## config.mk

```make
export PLATFORM = sky130hd
export DESIGN_NAME = instr_imm_packer
export DESIGN_NICKNAME = d
export VERILOG_FILES = /design/src/rtl/instr_fmt_pkg.sv /design/src/rtl/imm_scatter.sv /design/src/rtl/instr_imm_packer.sv
export SDC_FILE = /design/constraint.sdc
export NUM_CORES = 1
export LEC_CHECK = 0
export BUFFER_PORTS_ARGS = -buffer_cell sky130_fd_sc_hd__buf_2
export CORE_MARGIN = 5
export CORE_UTILIZATION = 43
export DETAILED_ROUTE_END_ITERATION = 16
export PLACE_DENSITY = 0.7
export SLEW_MARGIN = 5
export SYNTH_ARGS = -nofsm -noshare
export SYNTH_HDL_FRONTEND = slang
export SYNTH_HIERARCHICAL = 1
export SYNTH_SLANG_ARGS = --single-unit
```

## constraint.sdc

```tcl
create_clock -name clk -period 2.5 [get_ports clk]
set_clock_uncertainty 0.2 [all_clocks]
set_input_delay 0.5 -clock clk [delete_from_list [all_inputs] [get_ports clk]]
set_output_delay 0.5 -clock clk [all_outputs]
set_load 0.01 [all_outputs]
```

## src/rtl/instr_fmt_pkg.sv

```systemverilog
// instr_fmt_pkg: format codes, opcodes and NOP for the instruction packer.
// Define PACKER_RANGE_CHECK_EN to enable immediate range/alignment and format error reporting.
package instr_fmt_pkg;
  localparam logic [2:0] FMT_I_LOAD = 3'd0;
  localparam logic [2:0] FMT_I_ALU  = 3'd1;
  localparam logic [2:0] FMT_S      = 3'd2;
  localparam logic [2:0] FMT_S_CUST = 3'd3;
  localparam logic [2:0] FMT_B      = 3'd4;
  localparam logic [6:0] OP_I_LOAD  = 7'b0000011;
  localparam logic [6:0] OP_I_ALU   = 7'b0010011;
  localparam logic [6:0] OP_S       = 7'b0100011;
  localparam logic [6:0] OP_S_CUST  = 7'b0001011;
  localparam logic [6:0] OP_B       = 7'b1100011;
  localparam logic [31:0] NOP_INSTR = 32'h0000_0013;
`ifdef PACKER_RANGE_CHECK_EN
  localparam bit RANGE_CHECK_EN = 1'b1;
`else
  localparam bit RANGE_CHECK_EN = 1'b0;
`endif
endpackage

```

## src/rtl/imm_scatter.sv

```systemverilog
// imm_scatter: packs decoded fields into an RV32 word and flags immediate/format errors.
module imm_scatter
  import instr_fmt_pkg::*;
(
  input  logic [2:0]  fmt,
  input  logic [4:0]  rd,
  input  logic [4:0]  rs1,
  input  logic [4:0]  rs2,
  input  logic [2:0]  funct3,
  input  logic [31:0] imm,
  output logic [31:0] instr,
  output logic        err
);
  logic i_ok, b_ok;
  assign i_ok = &imm[31:11] | ~|imm[31:11];
  assign b_ok = (&imm[31:12] | ~|imm[31:12]) & ~imm[0];
  always_comb begin
    instr = NOP_INSTR;
    err   = RANGE_CHECK_EN;
    case (fmt)
      FMT_I_LOAD, FMT_I_ALU: begin
        instr = {imm[11:0], rs1, funct3, rd, fmt == FMT_I_LOAD ? OP_I_LOAD : OP_I_ALU};
        err   = RANGE_CHECK_EN & ~i_ok;
      end
      FMT_S, FMT_S_CUST: begin
        instr = {imm[11:5], rs2, rs1, funct3, imm[4:0], fmt == FMT_S ? OP_S : OP_S_CUST};
        err   = RANGE_CHECK_EN & ~i_ok;
      end
      FMT_B: begin
        instr = {imm[12], imm[10:5], rs2, rs1, funct3, imm[4:1], imm[11], OP_B};
        err   = RANGE_CHECK_EN & ~b_ok;
      end
      default: ;
    endcase
  end
endmodule

```

## src/rtl/instr_imm_packer.sv

```systemverilog
// instr_imm_packer: handshaked instruction assembler with byte-address counter and error count.
// Error reporting is active only when PACKER_RANGE_CHECK_EN is defined.
module instr_imm_packer
  import instr_fmt_pkg::*;
#(
  parameter int ADDR_W = 32,
  parameter int ERR_W  = 8
) (
  input  logic              clk,
  input  logic              rst_n,
  input  logic              in_valid,
  output logic              in_ready,
  input  logic [2:0]        in_fmt,
  input  logic [4:0]        in_rd,
  input  logic [4:0]        in_rs1,
  input  logic [4:0]        in_rs2,
  input  logic [2:0]        in_funct3,
  input  logic [31:0]       in_imm,
  input  logic              load_en,
  input  logic [ADDR_W-1:0] load_addr,
  output logic              out_valid,
  input  logic              out_ready,
  output logic [31:0]       out_instr,
  output logic [ADDR_W-1:0] out_addr,
  output logic              out_err,
  output logic [ERR_W-1:0]  err_cnt
);
  logic [31:0]       instr;
  logic              err, acc;
  logic [ADDR_W-1:0] cnt;
  assign in_ready = !out_valid || out_ready;
  assign acc      = in_valid && in_ready;
  imm_scatter u_scatter (
    .fmt(in_fmt), .rd(in_rd), .rs1(in_rs1), .rs2(in_rs2), .funct3(in_funct3),
    .imm(in_imm), .instr(instr), .err(err)
  );
  always_ff @(posedge clk or negedge rst_n) begin
    if (!rst_n) begin
      out_valid <= 1'b0;
      out_instr <= '0;
      out_addr  <= '0;
      out_err   <= 1'b0;
      err_cnt   <= '0;
      cnt       <= '0;
    end else begin
      if (acc) begin
        out_valid <= 1'b1;
        out_instr <= instr;
        out_addr  <= cnt;
        out_err   <= err;
        if (err && !(&err_cnt)) err_cnt <= err_cnt + ERR_W'(1);
      end else if (out_ready) begin
        out_valid <= 1'b0;
      end
      // a load wins over the increment of a coincident accept
      cnt <= load_en ? (load_addr & ~ADDR_W'(3)) : acc ? cnt + ADDR_W'(4) : cnt;
    end
  end
endmodule
```

Word-level counts from Yosys, hierarchy flattened

Cells that the tools add are included.

Register bits after elaboration: 97
Input bits: 90
Output and inout bits: 75
Logic and storage cells: 24

$add $sub $neg: 1
Equality and inequality tests: 4
Mux-type cells: 7
Reduce and logical (&&, ||, !) cells: 8

Operators by type and width:

| cell                  | number |
|---|---|
| $pmux 32 s3           | 1 |
| $mux 32               | 2 |
| $add 32x3->32 const B | 1 |
| $eq 3x2->1 const B    | 2 |
| $mux 6                | 1 |
| $mux 5                | 1 |
| $reduce_bool 2->1     | 2 |
| $reduce_or 2->1       | 2 |
| $eq 3x1->1 const B    | 1 |
| $eq 3x3->1 const B    | 1 |
| $logic_not 3->1       | 1 |
| $mux 1                | 2 |
| $logic_and 1x1->1     | 1 |
| $logic_not 1->1       | 1 |
| $logic_or 1x1->1      | 1 |

Logic depth before layout (Yosys ltp)

Gate-level depths: netlist (run 1).

Depth after elaboration: 5
Mapped depth: 7
Mapped depth without buffers: 6

Cells and area by module

The synthesis (run 1) kept the hierarchy.

By module, submodules not included:

| module           | times used | cells an instance | area each (sq um) | sequential area each (sq um) |
|---|---|---|---|---|
| instr_imm_packer | 1          | 446               | 4496.8            | 2552.4 |
| imm_scatter      | 1          | 71                | 464.2             | 0.0 |

Worst setup path after synthesis (run 1)

No wires, ideal clock.

Path type: input port to flip-flop
Start: input port in_valid
End: register cnt[28]
Library setup time: 0.125 ns
Arrival time: 1.942 ns
Data required time: 2.175 ns
Slack: 0.233 ns
Stages: 6
Buffers on the path: 1
Cells stage by stage: clkbuf_2 -> nand2_1 -> or4b_1 -> nor4_2 -> xor2_1 -> mux2_2

Cells in the longest elaborated chain, start to end: 2

Ends and longest elaborated chain:

| what                               | line                   | text |
|---|---|---|
| from (decl)                        | instr_imm_packer.sv:11 | `input logic in_valid,` |
| $logic_and 1x1->1                  | instr_imm_packer.sv:32 | `assign acc = in_valid && in_ready;` |
| $reduce_bool 2->1 (no source line) | n/a                    |  |
| to (signal assigned)               | instr_imm_packer.sv:56 | `cnt <= load_en ? (load_addr & ~ADDR_W'(3)) : acc ? cnt + ADDR_W'(4) : cnt;` |
| to (decl)                          | instr_imm_packer.sv:30 | `logic [ADDR_W-1:0] cnt;` |

Every way passes these cells.
A chain may end at the register's enable or synchronous reset.

Final worst setup path (run 1)

Start: register cnt[23]
End: register cnt[28]

Cells in the longest elaborated chain, start to end: 3

Ends and longest elaborated chain:

| what                 | line |
|---|---|
| $add 32x3->32        | instr_imm_packer.sv:56 |
| $mux 32 (2 in a row) | instr_imm_packer.sv:56 |

Every way passes these cells. The select of a mux whose other input is x is not followed.

==> impl_metrics.tcl, run 1 <==
set metrics [dict create \
    viasPerCell 4.96 \
    drt_wl_total_um 11700 \
    worst_r2r_endpoint "cnt[28]$_DFFE_PN0P_" \
    overflow 0 \
    synth_top_flop_cell "dfrtp_1" \
    combinationalPowerShare_pct 19.6 \
    core_um2 11400 \
    synth_area_leaders "dfrtp_1 (51%), nand2_1 (12%), mux2_2 (6.1%)" \
    yosysWarnings 6 \
    worst_setup_path_end_kind "register" \
    fillCellCount 1039 \
    ys_seq_elements 102 \
    clk_pin_slew_ps 70 \
    cp.arrival_ps 2270 \
    grt_max_degree 46 \
    drc 0 \
    internal-power_uw 3220 \
    tns_ps 0 \
    peakVddDrop_mv 0.391 \
    grt_pass1_wl_um 19600 \
    required_ps 2520 \
    cts_tree "yes" \
    numCtsBuffers 9 \
    num_antenna_cells 0 \
    seq_area_frac_synth_pct 51.5 \
    grt_pass1_vias 3998 \
    synth-edff-count 0 \
    port_buffers 141 \
    whs_ps 170 \
    syn-instance-count 517 \
    fin_crit_ps 2250 \
    relSlewSlack_pct 66.9 \
    start_util_pct 43.6 \
    clockPowerShare_pct 33.6 \
    start_kind "register" \
    pwr-share-seq_pct 46.8 \
    grtUsageTotal_pct 16.9 \
    die-area_um2 13800 \
    drtIter0Drc 193 \
    whs_endpoint "cnt[20]$_DFFE_PN0P_" \
    vias 3964 \
    ant_nets 0 \
    power_leakage_uw 0.00303 \
    crit_fanout 5 \
    whs_path_depth 3 \
    synth_cell_types 45 \
    r2r_slack_ps 250 \
    synth_area_per_cell_um2 9.60 \
    fp.dieW_um 117 \
    yosys.area.top_type "dfrtp_1" \
    post_cts_buffers 0 \
    status "finished, final reports clean" \
    yosys.cell_count.top_type "nand2_1" \
    r2r_cells 5 \
    clock.fmax_mhz 444 \
    syn-cell-area_um2 4960 \
    synth_common_cells "nand2_1 (164), dfrtp_1 (102), o21ai_0 (29)" \
    area_delta_synth_final_pct 24.0 \
    place_congestion 0.797 \
    max_cap_violations 0 \
    finalHoldViolations 0 \
    io_pins 165 \
    crit_type "register to register" \
    clockBufferDepth 2 \
    final_layout_size_suffix_gt1_share_pct 33.4 \
    rsz0062_at_grt "no" \
    sw_frac_of_total_pct 27.6 \
    clk_latency_ps 340 \
    clock-sinks 102 \
    holdCritStartpoint "load_addr[20]" \
    hp-class "primary input to register" \
    worstReg2RegStart "cnt[23]$_DFFE_PN0P_" \
    clock-root-buffer "clkbuf_16" \
    p_sw_uw 1230 \
    finalCritPeriodShare_pct 90.1 \
    rows 39 \
    first_pass_iters 4 \
    finalWorstSetupSlack_ps 247 \
    tightest_slew_ps 494 \
    async_flop_share_pct 100 \
    finalSetupViolations 0 \
    antenna_found_initial 0 \
    hpwlAfterDp_um 8710 \
    final-max-slew-violation-count 0 \
    powerDensity_nw_per_um2 723 \
    wl_per_cell_um 14.6 \
    die_height_um 117 \
    post-place-ws_ps 176 \
    synth_top_area_share_pct 51.5 \
    fin_nets 745 \
    h-tree-depth 3 \
]
## worst max-delay path by stage
stage	from	slack, ps	cells after the start	end
4_1_cts	cnt[23]$_DFFE_PN0P_	220	5	cnt[28]$_DFFE_PN0P_
5_1_grt	cnt[5]$_DFFE_PN0P_	120	5	cnt[28]$_DFFE_PN0P_
3_5_place_dp	in_valid	180	6	cnt[28]$_DFFE_PN0P_
6_report	cnt[23]$_DFFE_PN0P_	250	5	cnt[28]$_DFFE_PN0P_
2_1_floorplan	in_valid	230	6	cnt[28]$_DFFE_PN0P_
3_3_place_gp	in_valid	210	6	cnt[28]$_DFFE_PN0P_
## stage by stage
| stage | utilization (%) | total power, µW | area [µm²] | instances |
|---|---|---|---|---|
| floorplan | - | 2570 | 4970 | 520 |
| global placement | 51.2 | 2960 | 5820 | 784 |
| detailed placement | 51.2 | 2990 | 5820 | 784 |
| CTS | 54.1 | 4510 | 6150 | 799 |
| global route | 54.1 | 4690 | 6150 | 799 |
| finish | 54.1 | 4450 | 6150 | 799 |
## final cells by class
cell class	instances	area [µm²]	area share, %
flip-flops and latches	102	2550	41.5
multi-input cells	378	2220	36.0
repair buffers	156	861	14.0
clock buffers	11	253	4.11
well taps	143	179	2.91
clock inverters	3	68.8	1.12
inverters	6	22.5	0.366
## layer usage
layer  part of all wire (%)  wire length [µm]  track usage, %
met5                      0                 0               0
met4                   0.46                54            3.55
met3                    6.6               775            5.00
met2                     46              5380            26.2
met1                     47              5440            23.7
## placed cells by master (no fill, tap or decap), types with 6 or more instances in the layout
cell type and count:
o21ai_0 29, xnor2_1 28, nand4_1 8, dfrtp_1 102, buf_4 12, and2_1 16
xor2_1 9, nor2_1 12, mux2_2 27, nor3_1 8, nand3_1 9, o21ai_1 7
nor2b_1 8, nand2_1 163, conb_1 6, buf_2 140, clkbuf_16 9
## cell families after synthesis
logic type / Yosys count / share of synthesized area (%)
AND/OR/NAND/NOR: 256 / 24.8
flip-flops: 102 / 51.5
AO/OA/AOI/OAI: 49 / 6.03
buffers and inverters: 40 / 4.16
XOR/XNOR: 37 / 6.53
multiplexers: 28 / 6.33
other: 3 / 0.227
adder cells (fa/ha/maj): 2 / 0.504
## power by group through the flow
stage | combinational (µW) | sequential (µW) | clock (µW)
CTS | 888 | 2080 | 1540
finish | 871 | 2080 | 1500
global placement | 864 | 2090 | 0
global route | 971 | 2120 | 1600
floorplan | 395 | 2180 | 0
detailed placement | 882 | 2110 | 0
## timing repair
action / in CTS / in global routing
hold buffers: 1 / 0
endpoints found under the hold margin: 33 / 0
resized for setup: 0 / 0
## flip-flops by register name, indices dropped and copies added (netlist names)
signal     count
cnt           30
out_valid      1
err_cnt        8
out_addr      30
out_instr     32
out_err        1
## worst max-delay path, cell delays in order (launching register included)
cell     delay [ps]
dfrtp_1         410
nand2_1         160
or4b_1          660
nor4_2          340
xor2_1          110
mux2_2          270
Note: power is estimated with default switching activity, not from simulation.
==> run 2: changes to the inputs <==
==> constraint.sdc (replaced) <==
create_clock -name clk -period 2.75 [get_ports clk]
set_clock_uncertainty 0.2 [all_clocks]
set_input_delay 0.55 -clock clk [delete_from_list [all_inputs] [get_ports clk]]
set_output_delay 0.55 -clock clk [all_outputs]
set_load 0.01 [all_outputs]
==> run 2 against run 1 <==
Clock-buffer cell count unchanged. Hold slack got worse by 170 ps. Clock power is 23% lower. Die area unchanged. Global-route usage increased by 0.23 points. Sequential share of layout area rose by 0.76 points. Critical path depth unchanged. Fmax decreased by 0.56%. Non-clock buffer count shrank 4. Register-to-register slack better by 240 ps. Highest routed layer unchanged.
==> impl_metrics.tcl, run 2 (synthesis gave the netlist of run 1 again) <==
set metrics [dict create \
    core_um2 11400 \
    hp-class "primary input to asynchronous set/reset pin" \
    area_delta_synth_final_pct 21.8 \
    clk_latency_ps 340 \
    vias 3950 \
    sw_frac_of_total_pct 29.8 \
    combinationalPowerShare_pct 20.4 \
    place_congestion 0.805 \
    placedInstanceArea_um2 5770 \
    viasPerCell 4.96 \
    r2r_cells 5 \
    final_core_util_pct 53.1 \
    io_pins 165 \
    clockPowerShare_pct 30.3 \
    crit_fanout 9 \
    finalSetupViolations 0 \
    fin_cells 797 \
    status "finished, final reports clean" \
    ant_nets 0 \
    final_layout_size_suffix_gt1_share_pct 33.0 \
    fin_crit_ps 2270 \
    first_pass_iters 4 \
    worst_setup_path_end_kind "register" \
    max_cap_violations 0 \
    crit_family "simple AND/OR/NAND/NOR gates" \
    peakVddDrop_mv 0.354 \
    dpl.cell_count 781 \
    cts_tree "yes" \
    start_kind "register" \
    cp.arrival_ps 2300 \
    p_total_uw 3840 \
    num_antenna_cells 0 \
    clk_pin_slew_ps 70 \
    worstPathCellList "nand4_2 -> or4_4 -> nor4_4 -> xor2_1 -> mux2_2" \
    largest_register "out_instr" \
    drt_wl_total_um 11900 \
    rsz0062_at_grt "no" \
    relSlewSlack_pct 60.5 \
    grt_pass1_wl_um 19700 \
    die_height_um 117 \
    cts_hold_buf 0 \
    grt_max_degree 58 \
    largest_reg_flops 32 \
    cpPeakStageDelay_ps 630 \
    finalCritPeriodShare_pct 82.4 \
    clock-root-buffer "clkbuf_16" \
    grtUsageTotal_pct 17.1 \
    worst_r2r_endpoint "cnt[25]$_DFFE_PN0P_" \
    worstPathBufferInverterCount 0 \
    overflow 0 \
    wl_per_cell_um 14.9 \
    finalHoldViolations 0 \
    rows 39 \
    drtIter0Drc 209 \
    hpwlAfterDp_um 8670 \
    reg.largest.list "out_instr (32), cnt (30), out_addr (30)" \
    final-max-slew-violation-count 0 \
    internal-power_uw 2690 \
    tns_ps 0 \
    pwr-share-seq_pct 49.3 \
    slowest_stage "or4_4" \
    fin_nets 741 \
    powerDensity_nw_per_um2 635 \
    clockBufferDepth 2 \
    clock-sinks 102 \
    grt_pass1_vias 3978 \
    power_leakage_uw 0.00297 \
    layout_commonest_cell "nand2_1" \
    start_util_pct 43.6 \
    crit_end "cnt[25]$_DFFE_PN0P_" \
    numCtsBuffers 9 \
    r2r_slack_ps 480 \
    die-area_um2 13800 \
    drc 0 \
    fp.dieW_um 117 \
    tightest_slew_ps 592 \
    worstReg2RegStart "cnt[5]$_DFFE_PN0P_" \
    critPathLaunch "cnt[5]$_DFFE_PN0P_" \
    antenna_found_initial 0 \
    required_ps 2780 \
    post_cts_resized 0 \
    final_area_um2 6040 \
    crit_type "register to register" \
    final_cell_mix "nand2_1 (163), buf_2 (140), dfrtp_1 (102)" \
    clock.fmax_mhz 441 \
    port_buffers 141 \
    post_cts_buffers 0 \
    p_sw_uw 1150 \
    h-tree-depth 3 \
    path_depth 5 \
]
## run 2: changes by cell type in the layout (fill, tap and decap cells not counted), sizes merged
| cell | delta |
|---|---|
| clkinvlp | +3 |
| clkinv | +1 |
| bufinv | -2 |
| buf | -3 |
| dlygate4sd3 | -1 |
## run 2: worst min-delay path by stage
stage | from | endpoint | slack [ps]
final | rst_n | out_instr[30]$_DFFE_PN0P_ | 5
after global routing | rst_n | out_instr[30]$_DFFE_PN0P_ | 60
after CTS | rst_n | out_instr[0]$_DFFE_PN0P_ | 20
after detailed placement | out_instr[19]$_DFFE_PN0P_ | out_instr[19]$_DFFE_PN0P_ | 260
after global placement | out_instr[19]$_DFFE_PN0P_ | out_instr[19]$_DFFE_PN0P_ | 250
after floorplan | rst_n | cnt[10]$_DFFE_PN0P_ | 50
## run 2: power by group through the flow
stage	combinational, µW	sequential (µW)	clock [µW]
after floorplan	359	1980	0
after global placement	776	1900	0
after detailed placement	795	1920	0
after CTS	800	1890	1200
after global routing	873	1930	1260
final	784	1890	1160
## run 2: cell type report
| cell class | instances | area, µm² |
|---|---|---|
| multi-input combinational | 378 | 2220 |
| clock inverter | 5 | 36.3 |
| inverter | 6 | 22.5 |
| clock buffer | 11 | 233 |
| tap | 143 | 179 |
| fill | 1043 | 5330 |
| timing repair buffer | 152 | 803 |
| sequential | 102 | 2550 |
## run 2: stage by stage
step	hold WS, ps	setup slack, ps
3_5_place_dp	258	306
4_1_cts	22.8	495
3_3_place_gp	251	345
5_1_grt	61.5	351
6_report	4.73	485
2_1_floorplan	54.4	433
## run 2: per-layer routing
metal	global-route usage [%]	up-vias	wire length (µm)
met3	5.34	7	828
met5	0	-	0
met4	4.21	0	89
met2	27.1	124	5490
li1	-	1952	-
met1	23.1	1867	5460
==> run 3: changes to the inputs <==
--- a/config.mk
+++ b/config.mk
@@ -9,7 +9,7 @@
 export CORE_MARGIN = 5
 export CORE_UTILIZATION = 43
 export DETAILED_ROUTE_END_ITERATION = 16
-export PLACE_DENSITY = 0.7
+export PLACE_DENSITY = 0.72
 export SLEW_MARGIN = 5
 export SYNTH_ARGS = -nofsm -noshare
 export SYNTH_HDL_FRONTEND = slang
==> constraint.sdc (replaced) <==
create_clock -name clk -period 1.8 [get_ports clk]
set_clock_uncertainty 0.2 [all_clocks]
set_input_delay 0.36 -clock clk [delete_from_list [all_inputs] [get_ports clk]]
set_output_delay 0.36 -clock clk [all_outputs]
set_load 0.01 [all_outputs]
==> run 3 against run 2 <==
The flow now finishes with violations (negative setup slack). Sequential power grew 52%. Critical path type unchanged. Hold slack improved by 16 ps. Global-route usage increased by 1.8 points. Combinational power increased by 88%.
==> impl_metrics.tcl, run 3 (synthesis gave the netlist of run 1 again) <==
set metrics [dict create \
    required_ps 1830 \
    overflow 0 \
    clock.fmax_mhz 489 \
    violations "negative setup slack" \
    rows 39 \
    rsz0062_at_grt "yes" \
    fillCellCount 927 \
    layout_commonest_cell "nand2_1" \
    clock-sinks 102 \
    placedInstanceArea_um2 6160 \
    register_area_um2 2550 \
    status "finished with violations" \
    worst_setup_path_end_kind "register" \
    vias 4395 \
    largest_register "out_instr" \
    dpl.cell_count 826 \
    drc 0 \
    final_area_um2 6940 \
    clockBufferDepth 2 \
    crit_fanout 4 \
    peakVddDrop_mv 0.602 \
    reg.largest.list "out_instr (32), cnt (30), out_addr (30)" \
    die-area_um2 13800 \
    numCtsBuffers 9 \
    multi_input_area_um2 2440 \
    cpPeakStageDelay_ps 620 \
    slowest_stage "or4_4" \
    finalHoldViolations 0 \
    drtIter0Drc 302 \
    drt_wl_total_um 13500 \
    grtUsageTotal_pct 18.9 \
    whs_ps 20.3 \
    wl_per_cell_um 15.5 \
    start_util_pct 43.6 \
    num_antenna_cells 0 \
    antenna_found_initial 0 \
    fin_nets 810 \
    fp.dieW_um 117 \
    max_cap_violations 0 \
    worstPathCellList "nand3_2 -> or4_4 -> nor4_4 -> xor2_1 -> mux2_2" \
    fin_cells 866 \
    finalSetupViolations 22 \
    clk_latency_ps 350 \
    largest_reg_flops 32 \
    hp-class "primary input to register" \
    ant_nets 0 \
    finalWorstSetupSlack_ps -245 \
    h-tree-depth 3 \
    grt_pass1_wl_um 21700 \
    start_kind "register" \
    clock-root-buffer "clkbuf_16" \
    place_congestion 0.831 \
    cts_tree "yes" \
    clk_pin_slew_ps 80 \
    fin_crit_ps 2050 \
    area_delta_synth_final_pct 39.9 \
    core_um2 11400 \
    hpwlAfterDp_um 9620 \
    first_pass_iters 4 \
    port_buffers 141 \
    cp.arrival_ps 2070 \
    final-max-slew-violation-count 0 \
    finalCritPeriodShare_pct 114 \
    grt_max_degree 35 \
    io_pins 165 \
    grt_pass1_vias 4413 \
    final_core_util_pct 61.1 \
    powerDensity_nw_per_um2 915 \
    final_layout_size_suffix_gt1_share_pct 42.0 \
    power_leakage_uw 0.00358 \
    crit_type "register to register" \
    final_cell_mix "nand2_1 (162), buf_2 (140), dfrtp_1 (102)" \
    die_height_um 117 \
    viasPerCell 5.08 \
]
==> run 3: final timing paths <==
check                                     startpoint                   endpoint  slack (ps)  cells past startpoint
min in group asynchronous                      rst_n   out_instr[0]$_DFFE_PN0P_         240                      2
max in group asynchronous                      rst_n   out_addr[25]$_DFFE_PN0P_         650                      3
hold reg to reg            out_instr[20]$_DFFE_PN0P_  out_instr[20]$_DFFE_PN0P_         280                      2
setup / recovery                 cnt[10]$_DFFE_PN0P_        cnt[25]$_DFFE_PN0P_        -250                      5
setup reg to reg                 cnt[10]$_DFFE_PN0P_        cnt[25]$_DFFE_PN0P_        -250                      5
hold / removal                         load_addr[31]        cnt[31]$_DFFE_PN0P_          20                      3
==> run 3: layout make-up <==
class                           instances  share of cell area [%]
Clock inverter                          7                    1.15
Clock buffer                            9                    3.24
Tap cell                              143                    2.58
Inverter                                6                   0.324
Timing Repair Buffer                  221                    20.8
Sequential cell                       102                    36.8
Multi-Input combinational cell        378                    35.1
==> run 3: metrics by stage <==
step / setup WS, ps / setup TNS [ps] / total power (µW)
floorplan: -262 / -1750 / 3580
global placement: -246 / -2030 / 4220
detailed placement: -288 / -2700 / 4290
CTS: -211 / -1790 / 6350
global route: -293 / -4270 / 6700
finish: -245 / -2360 / 6360
==> run 3: metal layers <==
| layer | routed length, µm | up-vias | global-route usage, % |
|---|---|---|---|
| met5 | 0 | - | 0 |
| met4 | 280 | 0 | 7.61 |
| met3 | 780 | 21 | 3.75 |
| met2 | 6290 | 155 | 29.9 |
| met1 | 6100 | 2121 | 25.5 |
| li1 | - | 2098 | - |
==> run 3: critical path, delay by kind of cell (launching register included) <==
kind	cells	cell delay, ps
multiplexers	1	270
flip-flops	1	370
AND/OR/NAND/NOR	3	980
XOR/XNOR	1	110
==> run 3: where the power goes <==
group          total, µW  switching, µW  leakage (µW)  internal, µW
clock               2020            917      0.000149          1100
combinational       1470            759       0.00216           707
sequential          2870            245       0.00127          2630
total               6360           1920       0.00358          4440
==> run 3: what timing repair did <==
item	in CTS	in global routing
pin swaps	29	21
cloned	0	1
buffers inserted	10	13
hold endpoints to repair	33	0
resized for setup	32	32
setup endpoints to repair	18	23
hold buffers	1	0
